===== src/rtl/queue_pkg.sv =====
// Shared helpers and channel width defaults for the parametrised message queue.
package queue_pkg;

  // Ceiling log2: the number of bits needed to index n distinct values.
  function automatic int clog2(input int n);
    int r;
    r = 0;
    while ((1 << r) < n) r++;
    return r;
  endfunction

  // Pointer width. It is never below 1 bit, so DEPTH=1 still has a legal vector.
  function automatic int ptr_width(input int depth);
    return (clog2(depth) < 1) ? 1 : clog2(depth);
  endfunction

  // Message header: 2-bit opcode plus 2-bit param.
  localparam int HDR_OPCODE_W   = 2;
  localparam int HDR_PARAM_W    = 2;
  localparam int HDR_W          = HDR_OPCODE_W + HDR_PARAM_W;

  // Payload field widths used on the grant and release channels.
  localparam int GRANT_SINK_W   = 4;
  localparam int GRANT_DATA_W   = 64;
  localparam int RELEASE_ADDR_W = 32;
  localparam int RELEASE_DATA_W = 64;

endpackage


===== src/rtl/queue_wrap_ctr.sv =====
// Increment-with-wrap counter used for the queue read and write pointers.
module queue_wrap_ctr #(
  parameter int MAX = 1,
  parameter int W   = 1
) (
  input  logic         clk,
  input  logic         clear,
  input  logic         en,
  output logic [W-1:0] q
);

  localparam logic [W-1:0] MAX_V = W'(MAX);

  // Counts up on en and wraps from MAX to 0. clear has priority.
  always_ff @(posedge clk) begin
    if (clear) begin
      q <= '0;
    end else if (en) begin
      q <= (q == MAX_V) ? '0 : q + W'(1);
    end
  end

endmodule


===== src/rtl/param_queue.sv =====
// Parametrised decoupled queue with optional pipe/flow modes, occupancy count,
// almost-full flag and synchronous flush.
module param_queue
  import queue_pkg::*;
#(
  parameter int WIDTH        = 64,
  parameter int DEPTH        = 2,
  parameter int PIPE         = 0,
  parameter int FLOW         = 0,
  parameter int AFULL_THRESH = DEPTH
) (
  input  logic                        clk,
  input  logic                        reset,
  input  logic                        flush,
  input  logic                        io_enq_valid,
  output logic                        io_enq_ready,
  input  logic [WIDTH-1:0]            io_enq_bits,
  output logic                        io_deq_valid,
  input  logic                        io_deq_ready,
  output logic [WIDTH-1:0]            io_deq_bits,
  output logic [clog2(DEPTH+1)-1:0]   io_count,
  output logic                        io_almost_full
);

  localparam int            CW      = clog2(DEPTH + 1);
  localparam int            PW      = ptr_width(DEPTH);
  localparam logic [CW-1:0] DEPTH_C = CW'(DEPTH);
  localparam logic [CW-1:0] AFULL_C = CW'(AFULL_THRESH);
  localparam logic          PIPE_EN = (PIPE != 0);
  localparam logic          FLOW_EN = (FLOW != 0);

  if (DEPTH < 1) begin : g_bad_depth
    $error("param_queue: DEPTH must be >= 1");
  end
  if (WIDTH < 1) begin : g_bad_width
    $error("param_queue: WIDTH must be >= 1");
  end
  if (AFULL_THRESH < 1 || AFULL_THRESH > DEPTH) begin : g_bad_afull
    $error("param_queue: AFULL_THRESH must be in 1..DEPTH");
  end

  logic [WIDTH-1:0] mem [DEPTH];
  logic [PW-1:0]    wr_ptr;
  logic [PW-1:0]    rd_ptr;
  logic [CW-1:0]    count;
  logic             empty;
  logic             full;
  logic             do_enq;
  logic             do_deq;
  logic             bypass;
  logic             stored_enq;
  logic             stored_deq;
  logic             ptr_clear;

  // Handshakes, bypass detection and the combinational read port.
  always_comb begin
    empty          = (count == '0);
    full           = (count == DEPTH_C);
    io_enq_ready   = !flush && (!full || (PIPE_EN && io_deq_ready));
    io_deq_valid   = !flush && (!empty || (FLOW_EN && io_enq_valid));
    do_enq         = io_enq_valid && io_enq_ready;
    do_deq         = io_deq_valid && io_deq_ready;
    // In a flow-through transfer the entry goes straight from enq to deq and never touches storage.
    bypass         = FLOW_EN && empty && do_enq && io_deq_ready;
    stored_enq     = do_enq && !bypass;
    stored_deq     = do_deq && !bypass;
    io_deq_bits    = (FLOW_EN && empty) ? io_enq_bits : mem[rd_ptr];
    io_almost_full = (count >= AFULL_C);
    io_count       = count;
    ptr_clear      = !reset || flush;
  end

  queue_wrap_ctr #(.MAX(DEPTH - 1), .W(PW)) u_wr_ctr (
    .clk   (clk),
    .clear (ptr_clear),
    .en    (stored_enq),
    .q     (wr_ptr)
  );

  queue_wrap_ctr #(.MAX(DEPTH - 1), .W(PW)) u_rd_ctr (
    .clk   (clk),
    .clear (ptr_clear),
    .en    (stored_deq),
    .q     (rd_ptr)
  );

  // Occupancy: reset and flush clear it; otherwise it tracks stored enq/deq.
  always_ff @(posedge clk) begin
    if (!reset || flush) begin
      count <= '0;
    end else begin
      count <= count + CW'(stored_enq) - CW'(stored_deq);
    end
  end

  // Storage has no reset. In pipe mode, a write to the slot being read is safe
  // because the read has already been taken combinationally.
  always_ff @(posedge clk) begin
    if (stored_enq) begin
      mem[wr_ptr] <= io_enq_bits;
    end
  end

  // Occupancy sanity checks for simulation: no overflow and no underflow.
  always_ff @(posedge clk) begin
    if (reset && !flush) begin
      assert (count <= DEPTH_C);
      assert (!(stored_deq && empty));
      assert (!(stored_enq && full && !stored_deq));
    end
  end

endmodule


===== config.mk =====
export PLATFORM = sky130hd
export DESIGN_NAME = param_queue
export DESIGN_NICKNAME = d
export VERILOG_FILES = /design/src/rtl/queue_pkg.sv /design/src/rtl/queue_wrap_ctr.sv /design/src/rtl/param_queue.sv
export SDC_FILE = /design/constraint.sdc
export NUM_CORES = 1
export LEC_CHECK = 0
export ABC_AREA = 1
export CAP_MARGIN = 10
export CORE_MARGIN = 2
export CORE_UTILIZATION = 37
export CTS_CLUSTER_DIAMETER = 200
export CTS_CLUSTER_SIZE = 24
export DETAILED_ROUTE_END_ITERATION = 8
export HOLD_SLACK_MARGIN = 0.06
export MAX_ROUTING_LAYER = met4
export SLEW_MARGIN = 20
export SYNTH_ARGS = -nofsm -noshare
export SYNTH_HDL_FRONTEND = slang
export SYNTH_SLANG_ARGS = --single-unit

===== constraint.sdc =====
create_clock -name clk -period 5.8 [get_ports clk]
set_clock_uncertainty 0.2 [all_clocks]
set_input_delay 1.74 -clock clk [delete_from_list [all_inputs] [get_ports clk]]
set_output_delay 1.74 -clock clk [all_outputs]
set_load 0.02 [all_outputs]

==> results of run 1 <==
==> logic make-up after synthesis <==
family | count (synthesis)
adders and majority gates | 2
AOI/OAI and AO/OA | 3
and+or+nand+nor | 21
buffers and inverters | 20
DFF | 133
muxes | 64
==> placed cells by master (no fill, tap or decap) <==
master | Yosys | routed
clkinv_1 | 0 | 3
inv_2 | 0 | 1
buf_12 | 6 | 3
nor2_4 | 0 | 1
clkinv_2 | 0 | 4
nand4_1 | 2 | 2
nand2_1 | 9 | 9
inv_1 | 12 | 11
ha_1 | 2 | 2
mux2_2 | 4 | 4
clkbuf_16 | 0 | 17
mux2_4 | 60 | 60
clkinvlp_4 | 0 | 2
dfxtp_4 | 0 | 1
clkdlybuf4s50_1 | 0 | 137
a21oi_1 | 3 | 3
edfxtp_1 | 128 | 128
dfxtp_1 | 5 | 4
or2_2 | 1 | 1
clkbuf_1 | 1 | 3
nor2_1 | 6 | 5
bufinv_16 | 0 | 3
nand3_1 | 3 | 3
==> worst paths after layout <==
check / start / end / depth (start not counted)
max reg2reg: io_count[0] / mem[0][25] / 5
min: u_rd_ctr.q / flop / 4
min reg2reg: u_rd_ctr.q / flop / 4
max: flush / io_deq_valid / 3
==> tightest hold or removal path, cell delays in order, from the launching register on <==
cell and delay (ns):
dfxtp_1 0.32, inv_1 0.05, nand2_1 0.05, inv_1 0.06, nor2_1 0.04
==> power groups by stage <==
stage	Combinational [W]	Sequential, W	Clock [W]
finish	0.000176	0.00109	0.00102
floorplan	0.0000749	0.00111	0
detailed placement	0.000178	0.00111	0
CTS	0.000179	0.00109	0.00105
global placement	0.000177	0.00111	0
global route	0.000188	0.00109	0.00109
==> state kept, by name, indices dropped and copies added, names as in the netlist, named ones only <==
signal,flops
io_count,2
mem,128
u_rd_ctr.q,1
u_wr_ctr.q,1
==> metal layers <==
layer | track usage | vias to the layer above | share of wire
li1 | - | 1240 | -
met1 | 0.145 | 1237 | 0.43
met2 | 0.193 | 92 | 0.50
met3 | 0.0432 | 11 | 0.058
met4 | 0.0582 | 0 | 0.015
met5 | - | - | 0
==> area by class of cell <==
cell class,count,area [um2],area share
multi-input cells,90,1080,0.148
inverters,12,45.0,0.00617
flip-flops and latches,133,3950,0.540
clock buffers,20,437,0.0598
well taps,180,225,0.0308
clock inverters,12,136,0.0187
repair buffers,140,1430,0.196
==> stage by stage <==
stage	setup slack (ns)	hold WS, ns	power [W]	utilization
3_5_place_dp	0.926	0.334	0.00129	0.487
3_3_place_gp	0.933	0.330	0.00128	0.487
2_1_floorplan	0.459	0.301	0.00119	-
5_1_grt	0.883	0.408	0.00237	0.528
4_1_cts	0.925	0.350	0.00232	0.528
6_report	0.922	0.348	0.00229	0.528
==> summary.md, run 1 <==
| Metric | Value |
|---|---|
| Post-Synthesis Cell Area | a little over 0.005 mm2 |
| Die X | 123 um |
| NumNets Final | between 400 and 500 |
| Buf/Inv on CP | 2 |
| Clk root buf | clkbuf_16 |
| Avg WL per Cell | ~15 um |
| Final Hold Fails | 0 |
| Max stage delay on crit path | 0.62 ns |
| Post-CTS sizing | 0 |
| Max Clk Rate | slightly above 0.2 GHz |
| Gpl congestion | 0.776 |
| # rows | between 40 and 50 |
| Sw Ratio | 0.190 |
| Synth top area share | 0.739 |
| Seq pwr share | 0.476 |
| CP Cell Sequence | clkdlybuf4s50_1 -> a21oi_1 -> clkdlybuf4s50_1 |
| Clock transition at the registers of the reported paths | 0.05 ns |
| Share of cells above drive strength 1 | 0.238 |
| Clock Latency Late Sink | 0.40 ns |
| Vias in the first global route | roughly 2700 |
| Largest family of logic cells by synthesized area | multiplexers |
| Setup TNS Final | 0 ns |
| Tmin final | approximately 4.9 ns |
| Maxcap violations | 0 |
| Drt via density | around 4.4 |
| Primary FF master, synth | edfxtp_1 |
| Initial core utilization | 0.376 |
| Post-Layout Cell Count | just under 600 |
| Hold_buf cts | 0 |
| Register area share after synthesis | 0.758 |
| Delay-heaviest family, CP | buffers and inverters |
| Routed WL | about 8.6 mm |
| Area grow syn2layout | 40.5% |
| Die height | 123 um |
| Synthesized area per cell | between 20 and 25 um2 |
| Leak | roughly 2.6 nW |
| Part of the power in combinational logic | 0.077 |
| #FFs+latches synth | about 130 |
| Yosys warns | 0 |
| Outcome | finished, final reports clean |
| WP data arrival | 2.94 ns |
| Post-place instance area | roughly 0.0067 mm2 |
| Post-synth EDFFs | between 100 and 150 |
| Switching pwr | between 0.0004 and 0.0005 W |
| PD cells | between 300 and 400 mW/mm2 |
| RSZ-0062 raised after global routing | no |
| Distinct cells, synth | 15 |
| Pin count of the biggest net entering global routing | between 60 and 70 |
| Post-Syn Instances | between 200 and 250 |
| Relative slew slack | 0.394 |
| GRT Total Usage | 0.124 |
| Slowest CP cell | clkdlybuf4s50_1 |
| H-tree depth | 4 |
| Number of post-CTS setup repair buffers | 0 |
| CTS Buf Count | 17 |
| VDD IR max | between 0.2 and 0.25 mV |
| Synth Area in Compound Gates | 0.00289 |
| Core area | about 0.014 mm2 |
| Worst Path Max Fanout | 3 |
| First-pass GRT wire length | around 13 mm |
| Max-slew violation count | 0 |
| Synth top cells by count | 128 x edfxtp_1, 60 x mux2_4, 12 x inv_1, 9 x nand2_1 |
| Syn Nets | 314 |
| Final worst path period share | 0.841 |
| Post-synthesis adder-cell area fraction | 0.00481 |
| Synth area leader | edfxtp_1 |
| Antenna-violating nets left | 0 |
| Multiplexer share of the synthesized area | 0.182 |
| Buffers on Ports | 137 |
| Largest cells by area after synthesis | edfxtp_1 74%, mux2_4 17%, buf_12 2.3% |
| DR iter-0 viols | between 150 and 200 |
| Die footprint | around 0.015 mm2 |
| Placed cell count | roughly 560 |
| Initial antenna violation count | 0 |
| HP Class | flop to flop |
| Number of diodes | 0 |
| Endpoints failing setup | 0 |
| GRT overflow | 0 |
| DRC | 0 |
| Crit. End Element | output port |
| Vias | about 2600 |
| Clock share of power | 0.447 |
| Post-Synth Simple-Gate Area | 0.0173 |
| R2R setup slack | 3.49 ns |
| Post-DP HPWL | between 5 and 6 mm |
| Crit path top cell by count | clkdlybuf4s50_1 |
| Top-count cell post-synth | edfxtp_1 |
| CP Class | input port to output port |
| Ports | ~140 |
| CTS tree | yes |
| Worst setup SP type | input port |
| XOR/XNOR Fraction of Synth Area | 0 |
| Pre-antenna DRT Iters | 4 |
| Worst-margin pin slew | 0.907 ns |
| Fillers | 1117 |
| Internal Pwr Total | ~0.0019 W |
| Post-synth ARST share | 0 |
| Clock Sinks | ~130 |
| Final instance area | 0.00731 mm2 |
| Critical Path RT | between 3 and 4 ns |
| Clk buf depth | 2 |
Note: power is estimated with default switching activity, not from simulation.
==> inputs of run 2 (changes only) <==
- clock period: 5.8 -> 4.8 ns (I/O delays scaled with it)
==> run 2 against run 1 <==
  * Via count increased by 1.1%
  * Critical path depth unchanged
  * Utilization increased by 0.33 points
  * Register-to-register slack got worse by 0.79 ns
  * Non-clock buffer count is 4 higher
  * Routed wire length rose by 8.1%
  * Count of clock-buffer cells in the layout shrank 2
  * Global-route usage rose by 0.90 points
==> summary.md, run 2 (synthesis gave the netlist of run 1 again) <==
| Metric | Value |
|---|---|
| First-pass GRT wire length | ~14 mm |
| Clock Latency Late Sink | roughly 0.41 ns |
| HP Class | flop to flop |
| Pre-antenna DRT Iters | 4 |
| Share of cells above drive strength 1 | 0.253 |
| Die X | 123 um |
| Clock transition at the registers of the reported paths | roughly 0.060 ns |
| Post-place instance area | 0.00674 mm2 |
| Cells on Worst Hold Path | 4 |
| Worst r2r path cells | 5 |
| Most frequent cells in the layout | 137 x clkdlybuf4s50_1, 128 x edfxtp_1, 60 x mux2_4, 17 x clkbuf_16, 11 x inv_1 |
| Maxcap violations | 0 |
| Die footprint | approximately 0.015 mm2 |
| CTS tree | yes |
| Area grow syn2layout | 41.4% |
| Core area | 0.0138 mm2 |
| Pin count of the biggest net entering global routing | 34 |
| Post-CTS sizing | 0 |
| Hold_buf cts | 0 |
| Post-Layout Cell Count | just under 600 |
| Drt via density | 4.41 |
| Placed cell count | ~560 |
| Outcome | finished, final reports clean |
| Worst Path Max Fanout | 3 |
| Number of post-CTS setup repair buffers | 0 |
| Clock Sinks | about 130 |
| PD cells | approximately 390 mW/mm2 |
| Leak | 2.63 nW |
| VDD IR max | about 0.27 mV |
| Initial core utilization | 0.376 |
| Crit. End Element | output port |
| GRT Total Usage | 0.133 |
| RSZ-0062 raised after global routing | no |
| Total power | 0.00286 W |
| Most common cell after layout, fill and taps aside | clkdlybuf4s50_1 |
| Setup TNS Final | 0 ns |
| Clk root buf | clkbuf_16 |
| Routed WL | 9.31 mm |
| Worst setup SP type | input port |
| Clk buf depth | 2 |
| Vias | roughly 2600 |
| Initial antenna violation count | 0 |
| CTS Buf Count | 17 |
| Fin Hold WS | between 0.3 and 0.4 ns |
| # rows | 43 |
| Post-DP HPWL | 6.07 mm |
| Critical Path RT | 3.16 ns |
| Final worst path period share | 0.901 |
| Vias in the first global route | 2772 |
| Max Clk Rate | 0.231 GHz |
| Largest Register | mem |
| Avg WL per Cell | around 16 um |
| CP Class | input port to output port |
| Antenna-violating nets left | 0 |
| Final instance area | roughly 0.0074 mm2 |
| NumNets Final | 469 |
| Max-slew violation count | 0 |
| Tmin final | approximately 4.3 ns |
| GRT overflow | 0 |
| Ports | between 100 and 150 |
| Relative slew slack | 0.543 |
| Largest register FFs | between 100 and 150 |
| WP data arrival | 2.68 ns |
| Die height | ~120 um |
| Final Hold Fails | 0 |
| H-tree depth | 4 |
| Endpoints failing setup | 0 |
| Worst-margin pin slew | around 0.68 ns |
| Gpl congestion | between 0.8 and 0.9 |
| Buffers on Ports | between 100 and 150 |
| DRC | 0 |
| DR iter-0 viols | 106 |
| Number of diodes | 0 |
-- run 2: cell types whose count changed in the layout (fill, tap and decap cells not counted), sizes merged --
cell	previous run	this run
clkinvlp	2	1
bufinv	3	4
clkbuf	20	18
clkinv	7	9
buf	3	7
-- run 2: path summary, 6_finish.rpt --
kind                    start            to  slack (ns)
hold / removal     u_rd_ctr.q          flop        0.35
setup reg to reg  io_count[0]    mem[1][36]        2.70
setup / recovery        flush  io_enq_ready        0.48
hold reg to reg    u_rd_ctr.q          flop        0.35
-- run 2: cell type report --
type / count / area [um2]
tap: 180 / 225
timing repair buffer: 144 / 1440
inverter: 12 / 45.0
clock buffer: 18 / 429
multi-input combinational: 90 / 1080
clock inverter: 14 / 185
sequential: 133 / 3950
fill: 1129 / 6470
-- run 2: power breakdown --
| part | internal [W] | total (W) | switching [W] | leakage, nW |
|---|---|---|---|---|
| Clock | 0.000864 | 0.00133 | 0.000462 | 0.299 |
| Combinational | 0.000125 | 0.000212 | 0.0000871 | 1.11 |
| Sequential | 0.00131 | 0.00132 | 0.00000855 | 1.22 |
| Total | 0.00230 | 0.00286 | 0.000558 | 2.63 |
-- run 2: routing by layer --
layer / share of wire / global-route usage
met5: 0 / -
met4: 0.018 / 0.0711
met3: 0.078 / 0.0586
met2: 0.50 / 0.209
met1: 0.41 / 0.143
-- run 2: critical path, stage by stage --
cell and delay (ns):
clkdlybuf4s50_1 0.44, a21oi_1 0.17, clkdlybuf4s50_1 0.64
-- run 2: per-stage QoR --
stage	setup WS (ns)	utilization
floorplan	0.823	-
global placement	0.536	0.487
detailed placement	0.469	0.487
CTS	0.455	0.532
global route	0.429	0.532
finish	0.475	0.532
